### config.mk
export PLATFORM = sky130hd
export DESIGN_NAME = keypad_scanner
export DESIGN_NICKNAME = d
export VERILOG_FILES = /design/src/rtl/keypad_scanner.sv
export SDC_FILE = /design/constraint.sdc
export NUM_CORES = 1
export LEC_CHECK = 0
export CAP_MARGIN = 20
export CORE_UTILIZATION = 50
export CTS_CLUSTER_SIZE = 10
export DETAILED_ROUTE_END_ITERATION = 10
export PLACE_DENSITY_LB_ADDON = 0.25
export SYNTH_ARGS = -nofsm -noshare
export SYNTH_HDL_FRONTEND = slang
export SYNTH_SLANG_ARGS = --single-unit
export TNS_END_PERCENT = 20
### constraint.sdc
create_clock -name i_clk -period 2.1 [get_ports i_clk]
set_input_delay 0.21 -clock i_clk [delete_from_list [all_inputs] [get_ports i_clk]]
set_output_delay 0.21 -clock i_clk [all_outputs]
set_load 0.02 [all_outputs]
### src/rtl/keypad_scanner.sv
// 4x4 hex keypad scanner with frame debounce, key events and a 16-bit digit shift register.
// Optional auto-repeat of a held key is enabled by defining KEYPAD_AUTOREPEAT_EN.
module keypad_scanner #(
    parameter int CLK_HZ          = 50_000_000,
    parameter int SCAN_HZ         = 1000,
    parameter int DEBOUNCE_FRAMES = 4,
    parameter int REPEAT_DELAY    = 250,
    parameter int REPEAT_PERIOD   = 50
) (
    input  logic        i_clk,
    input  logic        i_rst,
    input  logic [3:0]  i_Row,
    input  logic        i_Clear,
    output logic [3:0]  o_Col,
    output logic [3:0]  o_Key,
    output logic        o_KeyValid,
    output logic        o_KeyStrobe,
    output logic [15:0] o_Digit
);
    localparam int SCAN_DIV = CLK_HZ / SCAN_HZ;
    localparam int DIV_W    = (SCAN_DIV > 1) ? $clog2(SCAN_DIV) : 1;
    localparam int DB_W     = $clog2(DEBOUNCE_FRAMES + 1);
    localparam logic [4:0] NONE = 5'b0_0000;

    typedef enum logic {S_SCAN, S_EVAL} state_t;
    state_t r_state, w_state_nxt;

    logic [DIV_W-1:0] r_div;
    logic [1:0]       r_col;
    logic [1:0]       r_nkeys;
    logic [3:0]       r_kcode;
    logic [4:0]       r_prev, r_deb;
    logic [DB_W-1:0]  r_stable;
    logic [3:0]       r_key;
    logic             r_valid, r_strobe;
    logic [15:0]      r_digit;

    logic             w_tick, w_eval;
    logic [2:0]       w_nlow, w_sum;
    logic [1:0]       w_base, w_row, w_nkeys_nxt;
    logic [3:0]       w_kcode_nxt;
    logic [4:0]       w_res, w_deb_nxt;
    logic [DB_W-1:0]  w_stable_nxt;
    logic             w_change, w_press, w_repeat;

    function automatic logic [3:0] key_code(input logic [1:0] row, input logic [1:0] col);
        logic [3:0] code;
        code = 4'h0;
        case ({row, col})
            4'h0: code = 4'h1;  4'h1: code = 4'h2;  4'h2: code = 4'h3;  4'h3: code = 4'hA;
            4'h4: code = 4'h4;  4'h5: code = 4'h5;  4'h6: code = 4'h6;  4'h7: code = 4'hB;
            4'h8: code = 4'h7;  4'h9: code = 4'h8;  4'hA: code = 4'h9;  4'hB: code = 4'hC;
            4'hC: code = 4'h0;  4'hD: code = 4'hF;  4'hE: code = 4'hE;  default: code = 4'hD;
        endcase
        return code;
    endfunction

    assign w_tick = (r_div == DIV_W'(SCAN_DIV - 1));
    assign o_Col  = ~(4'b0001 << r_col);

    // Column 0 starts a fresh frame; key count saturates at 2 (= ambiguous)
    assign w_nlow = 3'(!i_Row[0]) + 3'(!i_Row[1]) + 3'(!i_Row[2]) + 3'(!i_Row[3]);
    assign w_base = (r_col == 2'd0) ? 2'd0 : r_nkeys;
    assign w_sum  = {1'b0, w_base} + w_nlow;
    assign w_nkeys_nxt = (w_sum >= 3'd2) ? 2'd2 : w_sum[1:0];

    always_comb begin
        w_row = 2'd0;
        for (int r = 3; r >= 0; r--) begin
            if (!i_Row[r]) w_row = 2'(r);
        end
    end

    assign w_kcode_nxt = (w_nlow == 3'd1 && w_base == 2'd0) ? key_code(w_row, r_col) : r_kcode;

    always_ff @(posedge i_clk) begin
        if (i_rst) begin
            r_div   <= '0;
            r_col   <= 2'd0;
            r_nkeys <= 2'd0;
            r_kcode <= 4'h0;
        end else if (w_tick) begin
            r_div   <= '0;
            r_col   <= r_col + 2'd1;
            r_nkeys <= w_nkeys_nxt;
            r_kcode <= w_kcode_nxt;
        end else begin
            r_div   <= r_div + 1'b1;
        end
    end

    always_ff @(posedge i_clk) begin
        if (i_rst) r_state <= S_SCAN;
        else       r_state <= w_state_nxt;
    end

    always_comb begin
        w_state_nxt = r_state;
        w_eval      = 1'b0;
        unique case (r_state)
            S_SCAN: if (w_tick && r_col == 2'd3) w_state_nxt = S_EVAL;
            S_EVAL: begin
                w_eval      = 1'b1;
                w_state_nxt = S_SCAN;
            end
        endcase
    end

    assign w_res = (r_nkeys == 2'd1) ? {1'b1, r_kcode} : NONE;

    always_comb begin
        w_stable_nxt = DB_W'(1);
        if (w_res == r_prev) begin
            if (r_stable == DB_W'(DEBOUNCE_FRAMES)) w_stable_nxt = r_stable;
            else                                    w_stable_nxt = r_stable + 1'b1;
        end
        w_deb_nxt = (w_stable_nxt == DB_W'(DEBOUNCE_FRAMES)) ? w_res : r_deb;
        w_change  = (w_deb_nxt != r_deb);
        w_press   = w_change && w_deb_nxt[4];
    end

`ifdef KEYPAD_AUTOREPEAT_EN
    localparam int RP_MAX = (REPEAT_DELAY > REPEAT_PERIOD) ? REPEAT_DELAY : REPEAT_PERIOD;
    localparam int RP_W   = $clog2(RP_MAX + 1);
    logic [RP_W-1:0] r_rep, w_rep_inc;
    logic            r_first;

    assign w_rep_inc = r_rep + 1'b1;
    assign w_repeat  = w_eval && !w_change && r_deb[4] &&
                       (r_first ? (w_rep_inc == RP_W'(REPEAT_DELAY))
                                : (w_rep_inc == RP_W'(REPEAT_PERIOD)));

    always_ff @(posedge i_clk) begin
        if (i_rst) begin
            r_rep   <= '0;
            r_first <= 1'b0;
        end else if (w_eval) begin
            if (w_change) begin
                r_rep   <= '0;
                r_first <= 1'b1;
            end else if (w_repeat) begin
                r_rep   <= '0;
                r_first <= 1'b0;
            end else if (r_deb[4]) begin
                r_rep   <= w_rep_inc;
            end
        end
    end
`else
    logic w_unused_rep;
    assign w_unused_rep = (REPEAT_DELAY > REPEAT_PERIOD);
    assign w_repeat     = 1'b0;
`endif

    always_ff @(posedge i_clk) begin
        if (i_rst) begin
            r_prev   <= NONE;
            r_stable <= '0;
            r_deb    <= NONE;
            r_key    <= 4'h0;
            r_valid  <= 1'b0;
            r_strobe <= 1'b0;
        end else begin
            r_strobe <= 1'b0;
            if (w_eval) begin
                r_prev   <= w_res;
                r_stable <= w_stable_nxt;
                r_deb    <= w_deb_nxt;
                if (w_change) r_valid <= w_deb_nxt[4];
                if (w_press)  r_key   <= w_deb_nxt[3:0];
                r_strobe <= w_press | w_repeat;
            end
        end
    end

    // Shift happens during the strobe cycle so a coincident clear sees the new key
    always_ff @(posedge i_clk) begin
        if (i_rst)            r_digit <= 16'h0000;
        else if (i_Clear)     r_digit <= r_strobe ? {12'h000, r_key} : 16'h0000;
        else if (r_strobe)    r_digit <= {r_digit[11:0], r_key};
    end

    assign o_Key       = r_key;
    assign o_KeyValid  = r_valid;
    assign o_KeyStrobe = r_strobe;
    assign o_Digit     = r_digit;
endmodule

==> flow_metrics.py <==
metrics = {
    "layout": {
        "mostFrequentLayoutCells": "62 x nor2_1, 58 x dfxtp_1, 29 x clkdlybuf4s50_1",
        "fill_cells": 479,
        "drive_above_1_share": 0.136,
        "diodes": 0,
        "nets": 397,
        "final_common_cell": "nor2_1",
        "area_growth_pct": 24.1,
    },
    "worst_setup_path": {
        "crit_type": "input pin to flop",
        "required_ns": 2.32,
        "end_kind": "flop",
        "critPathArrivalTime_ns": 2.24,
        "crit_fanout": 2,
        "cp-start-kind": "input pin",
    },
    "grt": {
        "grt_max_degree": 21,
        "antenna_found_initial": 0,
        "grt_pass1_vias": 2200,
        "grt_overflow": 0,
        "grt_pass1_wl_mm": 9.45,
        "grt.total_usage": 0.202,
    },
    "job": {
        "cap_viol_max_count": 0,
    },
    "synth": {
        "ys.flop_type": "dfxtp_1",
        "seq_area_frac_synth": 0.420,
        "ys_seq_elements": 60,
        "synth_cells": 329,
        "synth_nets": 349,
        "synth.distinct_cells": 41,
        "avgSynthCellArea_um2": 8.70,
        "syn_area_um2": 2860,
        "synth-edff-count": 0,
        "yosys_warnings": 0,
        "async_flop_share": 0,
    },
    "sta": {
        "setup_viol": 0,
        "timing.hold.ws_ns": 0.463,
        "period_share": 0.965,
        "finalHoldViolations": 0,
        "finalCriticalPeriod_ns": 2.03,
        "max_freq_mhz": 493,
        "clock_skew_ns": 0.00619,
        "slew-limit-headroom": 0.641,
        "drv_slew": 0,
        "rsz0062_at_grt": "false",
        "fin_setup_tns_ns": 0,
        "worst_pin_slew_ns": 0.536,
    },
    "pwr": {
        "p_clk_frac": 0.403,
        "p_per_area_nw_per_um2": 594,
        "power_frac_seq": 0.544,
        "comb_power_share": 0.054,
        "vdd_drop_max_v": 0.000460,
        "switching_share": 0.239,
        "power.total_uw": 2110,
        "internal_power_uw": 1610,
        "switchingPower_uw": 503,
        "power.leakage_uw": 0.00124,
    },
    "clocking": {
        "cts_sinks": 60,
        "numCtsBuffers": 9,
        "holdBufCountCts": 0,
        "post_cts_buffers": 0,
        "clkTransAtPathRegs_ns": 0.06,
        "clockBufferDepth": 2,
        "insertion_delay_ns": 0.34,
        "cts_tree": "yes",
        "htreeDepth": 3,
        "root_buffer": "clkbuf_8",
    },
    "die": {
        "io_pins": 33,
        "die_h_um": 77.7,
        "fp.dieW_um": 77.7,
        "core_area_um2": 5510,
        "die-area_um2": 6030,
        "start_util": 0.520,
        "rows": 27,
    },
    "run_status": {
        "run_status": "finished, final reports clean",
    },
    "route": {
        "via_count": 2287,
        "wl_per_cell_um": 12.1,
        "first_pass_iters": 4,
        "viasPerCell": 5.05,
        "drt_iter0_drc": 121,
        "wl_mm": 5.49,
        "drc": 0,
        "antenna_left": 0,
    },
    "placement": {
        "port_buffers": 32,
        "place.gp.congestion": 0.816,
        "dp_hpwl_mm": 4.09,
    },
    "hold_path": {
        "hp-class": "flop to flop",
    },
}
critical path, cell delays in order:
cell and delay (ns):
dlygate4sd2_1 0.20, inv_2 0.05, fa_1 0.51, ha_4 0.18
ha_4 0.26, inv_2 0.04, fa_2 0.36, xor2_2 0.16
nand3_2 0.07, nor2_1 0.04, a21oi_1 0.12, nor2_1 0.05
Yosys cell counts, types with 2 or more instances:
cell | count | area [µm²]
a21oi_1 | 24 | 120
nor2b_1 | 4 | 25.0
xnor2_1 | 12 | 105
xor2_1 | 9 | 78.8
a22oi_1 | 3 | 22.5
nand2_1 | 18 | 67.6
clkbuf_1 | 11 | 41.3
fa_1 | 2 | 40.0
nand4_1 | 6 | 37.5
a211oi_1 | 4 | 30.0
and2_1 | 2 | 12.5
nor3b_1 | 5 | 37.5
buf_4 | 3 | 22.5
nor3_1 | 3 | 15.0
nand2b_1 | 8 | 50.1
nor2_1 | 62 | 233
mux2i_1 | 21 | 210
inv_1 | 20 | 75.1
nand3_1 | 12 | 60.1
dfxtp_1 | 60 | 1200
o21ai_0 | 7 | 35.0
nand3b_1 | 4 | 30.0
ha_1 | 11 | 138
registers in the layout (all words and copies together) (netlist names), 2 cells and up:
signal and count:
o_Digit 16, o_Key 4, r_col 2, r_deb 5
r_div 16, r_kcode 4, r_nkeys 2, r_prev 5
r_stable 3
kinds of logic (layout without fill, tap and decap cells):
| kind of cell | Yosys count | after routing | share of synthesized area |
|---|---|---|---|
| buffers and inverters | 34 | 86 | 0.0485 |
| AND/OR/NAND/NOR | 134 | 134 | 0.226 |
| XOR/XNOR | 21 | 21 | 0.0642 |
| AO/OA/AOI/OAI | 45 | 45 | 0.0979 |
| multiplexers | 22 | 22 | 0.0813 |
| flip-flops | 60 | 60 | 0.420 |
| adder cells (fa/ha/maj) | 13 | 13 | 0.0621 |
metal layers:
layer  wire [µm]  track usage  vias to the layer above
met5           0            0                        -
met4          73       0.0679                        0
met3         172       0.0776                        8
met2        2600        0.337                       19
met1        2650        0.237                     1059
li1            -            -                     1201
stage by stage:
step	utilization	instance area [µm²]	setup WS (ns)	instances
after floorplan	-	2900	0.00339	329
after global placement	0.616	3390	-0.544	438
after detailed placement	0.616	3390	-0.581	438
after CTS	0.644	3540	0.0371	453
after global routing	0.645	3550	0.00257	453
final	0.645	3550	0.0725	453
power groups by stage:
stage / sequential (µW) / clock, µW / combinational (µW)
2_1_floorplan: 1170 / 0 / 77.6
3_3_place_gp: 1170 / 0 / 112
3_5_place_dp: 1170 / 0 / 115
4_1_cts: 1150 / 877 / 114
5_1_grt: 1150 / 928 / 128
6_report: 1150 / 849 / 113
layout make-up:
class	instances	area (µm²)	share of cell area
multi-input cells	235	1570	0.441
flip-flops and latches	60	1200	0.339
repair buffers	51	460	0.130
clock buffers	9	124	0.0349
well taps	72	90.1	0.0254
inverters	20	75.1	0.0211
clock inverters	6	32.5	0.00916
worst paths after layout:
kind | startpoint | to | slack, ns | cells after the start
max | i_Row[1] | r_nkeys[0] | 0.07 | 12
min | r_div[0] | r_div[0] | 0.46 | 1
min reg2reg | r_div[0] | r_div[0] | 0.46 | 1
max reg2reg | r_nkeys[0] | r_deb[3] | 0.17 | 9
what timing repair did:
item / 4_1_cts / 5_1_grt
endpoints found under the setup margin: 6 / 13
pin swaps: 4 / 2
endpoints found under the hold margin: 0 / 0
resized for setup: 4 / 6
Power figures use the tool's default switching activity.
